==> src/rtl/depuncturer_pkg.sv <==
// Shared definitions for the 802.11a depuncturer: rate encodings, puncture
// period and stolen-slot masks per rate, FSM states and the output pair type.
package depuncturer_pkg;

  localparam logic [1:0] RATE_1_2  = 2'b00;
  localparam logic [1:0] RATE_2_3  = 2'b01;
  localparam logic [1:0] RATE_3_4  = 2'b10;
  localparam logic [1:0] RATE_RSVD = 2'b11;

  typedef enum logic [1:0] {
    ST_IDLE,   // slot 0, waiting for the first bit of a frame
    ST_RUN,    // walking the puncture pattern
    ST_PAD,    // inserting an erased B after a frame ended on an A slot
    ST_DRAIN   // final pair of the frame held in the output register
  } state_t;

  // Mother-code pair with per-bit erasure flags and end-of-frame marker.
  typedef struct packed {
    logic a;
    logic b;
    logic erase_a;
    logic erase_b;
    logic last;
  } pair_t;

  // The reserved encoding decodes as rate 1/2.
  function automatic logic [1:0] rate_norm(input logic [1:0] rate);
    return (rate == RATE_RSVD) ? RATE_1_2 : rate;
  endfunction

  // Number of slots in one puncture period (A1 B1 A2 B2 A3 B3 order).
  function automatic logic [2:0] period_of(input logic [1:0] rate);
    case (rate)
      RATE_2_3: return 3'd4;
      RATE_3_4: return 3'd6;
      default:  return 3'd2;
    endcase
  endfunction

  // Bit i set means slot i was stolen by the transmitter.
  function automatic logic [5:0] stolen_mask(input logic [1:0] rate);
    case (rate)
      RATE_2_3: return 6'b001000;
      RATE_3_4: return 6'b011000;
      default:  return 6'b000000;
    endcase
  endfunction

endpackage

==> src/rtl/depunct_out_reg.sv <==
// Single-entry valid/ready output register holding one depunctured pair.
// A new pair may be loaded on the same edge the current one transfers.
module depunct_out_reg
  import depuncturer_pkg::*;
(
  input  logic  clk,
  input  logic  rst,
  input  logic  load,
  input  pair_t next_pair,
  input  logic  ready,
  output logic  valid,
  output pair_t pair
);

  // Load wins over transfer so the stream can run back-to-back.
  // NOTE: every storage element here has a reset value, including the data
  // fields, so outputs read as 0 during and straight after reset.
  always_ff @(posedge clk or posedge rst) begin
    if (rst) begin
      valid <= 1'b0;
      pair  <= '0;
    end else if (load) begin
      // NOTE: non-blocking assignments in clocked blocks, so every register
      // samples the pre-edge values regardless of statement order.
      valid <= 1'b1;
      pair  <= next_pair;
    end else if (ready) begin
      valid <= 1'b0;
    end
  end

endmodule

==> src/rtl/viterbi_depuncturer.sv <==
// Depuncturer for the 802.11a receiver: takes one coded bit per handshake,
// re-inserts the bits stolen at rates 2/3 and 3/4 as erasures and emits
// rate-1/2 mother-code pairs {A,B} for the Viterbi decoder.
// Optional build macro: DEPUNCTURER_STATS_EN adds the EraseCount port.
module viterbi_depuncturer
  import depuncturer_pkg::*;
(
  input  logic        Clock,
  input  logic        Reset,
  input  logic [1:0]  Rate,
  input  logic        InValid,
  input  logic        InBit,
  input  logic        InLast,
  output logic        InReady,
  output logic        OutValid,
  output logic        OutA,
  output logic        OutB,
  output logic        EraseA,
  output logic        EraseB,
  output logic        OutLast,
  input  logic        OutReady
`ifdef DEPUNCTURER_STATS_EN
  ,
  output logic [15:0] EraseCount
`endif
);

  state_t     state;
  logic [2:0] slot;        // pattern slot s, 0..period-1
  logic [1:0] rate_q;      // rate latched at frame start
  logic       hold_bit;    // A value waiting for its B partner
  logic       hold_erase;

  logic [5:0] mask;
  logic       slot_b;
  logic       stolen;
  logic       can_load;
  logic       accept;
  logic       step;
  logic       slot_val;
  logic       slot_erase;
  logic       load;
  logic       frame_start;
  pair_t      next_pair;
  pair_t      pair;

  assign mask     = stolen_mask(rate_q);
  assign slot_b   = slot[0];
  assign stolen   = (state == ST_RUN) && mask[slot];
  assign can_load = !OutValid || OutReady;

  // Ready depends only on state, slot, latched rate and the output handshake.
  assign InReady  = !Reset &&
                    ((state == ST_IDLE) ||
                     ((state == ST_RUN) && !stolen && (!slot_b || can_load)));
  assign accept   = InValid && InReady;

  // A stolen slot advances by itself; a stolen B still needs room to load.
  assign step        = (state == ST_RUN) && (stolen ? (!slot_b || can_load) : accept);
  assign slot_val    = stolen ? 1'b0 : InBit;
  assign slot_erase  = stolen;
  assign load        = ((state == ST_RUN) && step && slot_b) ||
                       ((state == ST_PAD) && can_load);
  assign frame_start = (state == ST_IDLE) && accept;

  // Assemble the pair to load: held A plus the current B slot or a pad erasure.
  always_comb begin
    // NOTE: every field gets a value on every pass, so no latch is inferred.
    next_pair         = '0;
    next_pair.a       = hold_bit;
    next_pair.erase_a = hold_erase;
    if (state == ST_PAD) begin
      next_pair.b       = 1'b0;
      next_pair.erase_b = 1'b1;
      next_pair.last    = 1'b1;
    end else begin
      next_pair.b       = slot_val;
      next_pair.erase_b = slot_erase;
      next_pair.last    = accept && InLast;
    end
  end

  // Frame FSM: slot walk, rate latch, A-hold register.
  always_ff @(posedge Clock or posedge Reset) begin
    if (Reset) begin
      state      <= ST_IDLE;
      slot       <= 3'd0;
      rate_q     <= RATE_1_2;
      hold_bit   <= 1'b0;
      hold_erase <= 1'b0;
    end else begin
      case (state)
        ST_IDLE: begin
          if (accept) begin
            rate_q     <= rate_norm(Rate);
            hold_bit   <= InBit;
            hold_erase <= 1'b0;
            slot       <= 3'd1;
            state      <= InLast ? ST_PAD : ST_RUN;
          end
        end
        ST_RUN: begin
          if (step) begin
            if (!slot_b) begin
              hold_bit   <= slot_val;
              hold_erase <= slot_erase;
            end
            if (accept && InLast) begin
              state <= slot_b ? ST_DRAIN : ST_PAD;
              slot  <= slot_b ? 3'd0 : slot + 3'd1;
            end else if (slot + 3'd1 == period_of(rate_q)) begin
              slot <= 3'd0;
            end else begin
              slot <= slot + 3'd1;
            end
          end
        end
        ST_PAD: begin
          if (can_load) begin
            state <= ST_DRAIN;
            slot  <= 3'd0;
          end
        end
        ST_DRAIN: begin
          if (OutValid && OutReady) state <= ST_IDLE;
        end
        default: state <= ST_IDLE;
      endcase
    end
  end

  depunct_out_reg u_out_reg (
    .clk       (Clock),
    .rst       (Reset),
    .load      (load),
    .next_pair (next_pair),
    .ready     (OutReady),
    .valid     (OutValid),
    .pair      (pair)
  );

  assign OutA    = pair.a;
  assign OutB    = pair.b;
  assign EraseA  = pair.erase_a;
  assign EraseB  = pair.erase_b;
  assign OutLast = pair.last;

`ifdef DEPUNCTURER_STATS_EN
  logic [15:0] erase_count;
  logic [1:0]  erase_inc;
  logic [16:0] erase_sum;

  assign erase_inc = {1'b0, next_pair.erase_a} + {1'b0, next_pair.erase_b};
  assign erase_sum = {1'b0, erase_count} + {15'd0, erase_inc};

  // Saturating per-frame erasure counter, cleared when a frame starts.
  always_ff @(posedge Clock or posedge Reset) begin
    if (Reset) begin
      erase_count <= 16'd0;
    end else if (frame_start) begin
      erase_count <= 16'd0;
    end else if (load) begin
      erase_count <= erase_sum[16] ? 16'hFFFF : erase_sum[15:0];
    end
  end

  assign EraseCount = erase_count;
`endif

endmodule

==> config.mk <==
export PLATFORM = sky130hd
export DESIGN_NAME = viterbi_depuncturer
export DESIGN_NICKNAME = d
export VERILOG_FILES = /design/src/rtl/depuncturer_pkg.sv /design/src/rtl/depunct_out_reg.sv /design/src/rtl/viterbi_depuncturer.sv
export SDC_FILE = /design/constraint.sdc
export NUM_CORES = 1
export LEC_CHECK = 0
export BUFFER_PORTS_ARGS = -buffer_cell sky130_fd_sc_hd__buf_2
export CAP_MARGIN = 0
export CORE_MARGIN = 4
export CORE_UTILIZATION = 55
export CTS_CLUSTER_SIZE = 12
export DETAILED_ROUTE_END_ITERATION = 10
export GPL_TIMING_DRIVEN = 0
export HOLD_SLACK_MARGIN = 0.06
export PLACE_DENSITY_LB_ADDON = 0.3
export SYNTH_ARGS = -nofsm -noshare
export SYNTH_HDL_FRONTEND = slang
export SYNTH_SLANG_ARGS = --single-unit
==> constraint.sdc <==
create_clock -name Clock -period 3.5 [get_ports Clock]
set_input_delay 0.875 -clock Clock [delete_from_list [all_inputs] [get_ports Clock]]
set_output_delay 0.875 -clock Clock [all_outputs]
set_load 0.02 [all_outputs]
==> impl_metrics.json <==
{
  "run_status": "completed",
  "layout_common_cells": "buf_2 (16), dfrtp_1 (15), inv_1 (11)",
  "rsz0062_at_grt": "false",
  "cts_sinks": 15,
  "cts.clk_slew.worst_paths_ns": 0.09,
  "cp.required_ns": 2.62,
  "synth_nets": 130,
  "track_usage_pct": 18.65,
  "drc": 0,
  "path_class": "reg2out",
  "fmax_mhz": 365.7,
  "synth_area_sq_um": 1127,
  "wl_um": 2242,
  "syn_inst": 113,
  "netSwitchingFraction_pct": 47.33,
  "cts_resized": 0,
  "cpMaxStageDelayCell": "dfrtp_1",
  "power_density_nw_per_um2": 847.5,
  "post-route-period-util_pct": 78.13,
  "io_buffers": 14,
  "synth_enable_flop_cells": 0,
  "clockBufferDepth": 2,
  "grt_max_degree": 16,
  "slew_viol_final": 0,
  "yosys.cell_types.count": 39,
  "firstDrtPassIters": 4,
  "clock_latency_ns": 0.29,
  "dieArea_sq_um": 2838,
  "die_x_um": 53.28,
  "cp-start-kind": "register",
  "hold_path_depth": 2,
  "skew_ns": 0.002644,
  "hold_viol": 0,
  "hold_buffers": 0,
  "gp_congestion": 0.8710,
  "arrival_ns": 1.86,
  "tightest_slew_ns": 0.5855,
  "final_layout_size_suffix_gt1_share_pct": 26.72,
  "maxSlewHeadroom_pct": 60.93,
  "fin_area_sq_um": 1259,
  "holdCritPathClass": "reg2reg",
  "cts_setup_buffers": 0,
  "area_delta_synth_final_pct": 11.65,
  "drtIter0Drc": 16,
  "row_count": 16,
  "pwr-share-clk_pct": 9.7,
  "placed_cell_area_sq_um": 1231,
  "p_int_uw": 561.8,
  "final_common_cell": "buf_2",
  "wl_per_cell_um": 14.19,
  "layout.nets": 149,
  "ys_async_sr_fraction_pct": 100.0,
  "grt_first_pass_wirelength_um": 3843,
  "ys_ff_latch": 15,
  "vias_per_cell": 5.741,
  "n_antenna_cell": 0,
  "power_frac_seq_pct": 28.8,
  "max_stage_delay_ns": 0.38,
  "worstPathMaxFanout": 5,
  "cp_cell_sequence": "inv_1 -> ha_1 -> nand4bb_2 -> a41oi_2 -> nor2_1 -> buf_2",
  "die_h_um": 53.28,
  "comb_power_share_pct": 61.5,
  "peakVddDrop_mv": 0.5133,
  "grt_pass1_vias": 868,
  "initial_core_util_pct": 57.46,
  "htree_levels": 1,
  "layout_min_cycle_time_ns": 2.734,
  "p_leak_uw": 0.0006156,
  "synth_seq_area_share_pct": 33.30,
  "reg2regPathDepth": 8,
  "syn_area_per_cell_sq_um": 9.976,
  "cap_violations": 0,
  "finalSetupTns_ns": 0,
  "power_switching_uw": 504.9,
  "cts-buffers-inserted": 3,
  "core_area_sq_um": 1962,
  "cts_tree": "yes",
  "antenna_found_initial": 0,
  "postRouteAntennaNets": 0,
  "setup_viol": 0,
  "ios": 15,
  "ctsRootBufferMaster": "clkbuf_4",
  "grt_overflow": 0,
  "dp_hpwl_um": 1823,
  "setup.worst_path.end_class": "primary output",
  "ys.flop_type": "dfrtp_1",
  "vias": 907,
  "yosysWarningCount": 0
}
## cell usage after synthesis, types with 2 or more instances
cell	n	area [sq um]
dfrtp_1	15	375.4
inv_1	11	41.29
nand2_1	10	37.54
ha_1	9	112.6
nor2_1	6	22.52
o21ai_0	6	30.03
mux2_1	4	45.04
mux2i_1	4	40.04
nand2b_1	4	25.02
a21oi_1	3	15.01
nand3_1	3	15.01
nor2b_1	3	18.77
a211oi_2	2	25.02
a2bb2oi_1	2	17.52
and4bb_1	2	25.02
buf_2	2	10.01
mux2_2	2	22.52
nand3b_2	2	22.52
o21ai_1	2	10.01
xnor2_1	2	17.52
## through the flow
step	total power (uW)	worst slack [ns]	hold WS, ns	cells	util [%]
6_report	1067	0.7656	0.5146	158	64.16
2_1_floorplan	813.8	1.184	0.4602	113	-
3_3_place_gp	932.5	0.9466	0.4744	154	62.76
4_1_cts	1074	0.7656	0.5165	158	64.16
3_5_place_dp	968.6	0.9237	0.4954	154	62.76
5_1_grt	1159	0.6499	0.5317	158	64.16
## power by group through the flow
stage	logic, uW	registers (uW)	clock network (uW)
detailed placement	657	312	0
global route	729	318	113
floorplan	485	329	0
CTS	661	308	106
finish	656	308	104
global placement	627	305	0
## cells by family after synthesis
group	Yosys count	synth area share, %
AND/OR/NAND/NOR	36	19.87
AO/OA/AOI/OAI	26	19.42
flip-flops	15	33.30
buffers and inverters	14	5.549
multiplexers	10	9.545
adder cells (fa/ha/maj)	9	9.989
XOR/XNOR	3	2.331
## worst paths after layout
| kind | start | to | slack [ns] |
|---|---|---|---|
| setup / recovery | rate_q[0] | InReady | 0.77 |
| hold / removal | u_out_reg.pair[0] | u_out_reg.pair[0] | 0.51 |
| setup reg to reg | state[0] | state[1] | 1.24 |
| hold reg to reg | u_out_reg.pair[0] | u_out_reg.pair[0] | 0.51 |
| max in group asynchronous | Reset | rate_q[0] | 2.45 |
| min in group asynchronous | Reset | state[0] | 0.67 |
## worst max-delay path: cells and delay by family (launching register included)
kind            cells  cell delay (ns)
fa+ha+maj           1             0.36
simple gates        2             0.39
flops               1             0.38
buf+inv             2             0.20
compound gates      1             0.24
## cell type report
type / instances / area, sq um
flip-flops and latches: 15 / 375.4
clock inverters: 1 / 5.005
repair buffers: 14 / 70.07
clock buffers: 3 / 22.52
plain buffers: 3 / 21.27
fillers: 179 / 703.2
inverters: 11 / 41.29
multi-input cells: 84 / 689.4
well taps: 27 / 33.78
## flip-flops by register name, indices dropped and copies added (netlist names)
name             count
hold_bit             1
hold_erase           1
rate_q               2
slot                 3
state                2
u_out_reg.pair       5
u_out_reg.valid      1
## layer usage
layer | GRT usage [%] | routed length [um] | up-vias
met5 | 0 | 0 | -
met2 | 28.98 | 1070 | 39
li1 | - | - | 445
met3 | 3.944 | 176 | 2
met4 | 8.511 | 19 | 0
met1 | 24.48 | 976 | 421
(Power assumes the default switching activity.)
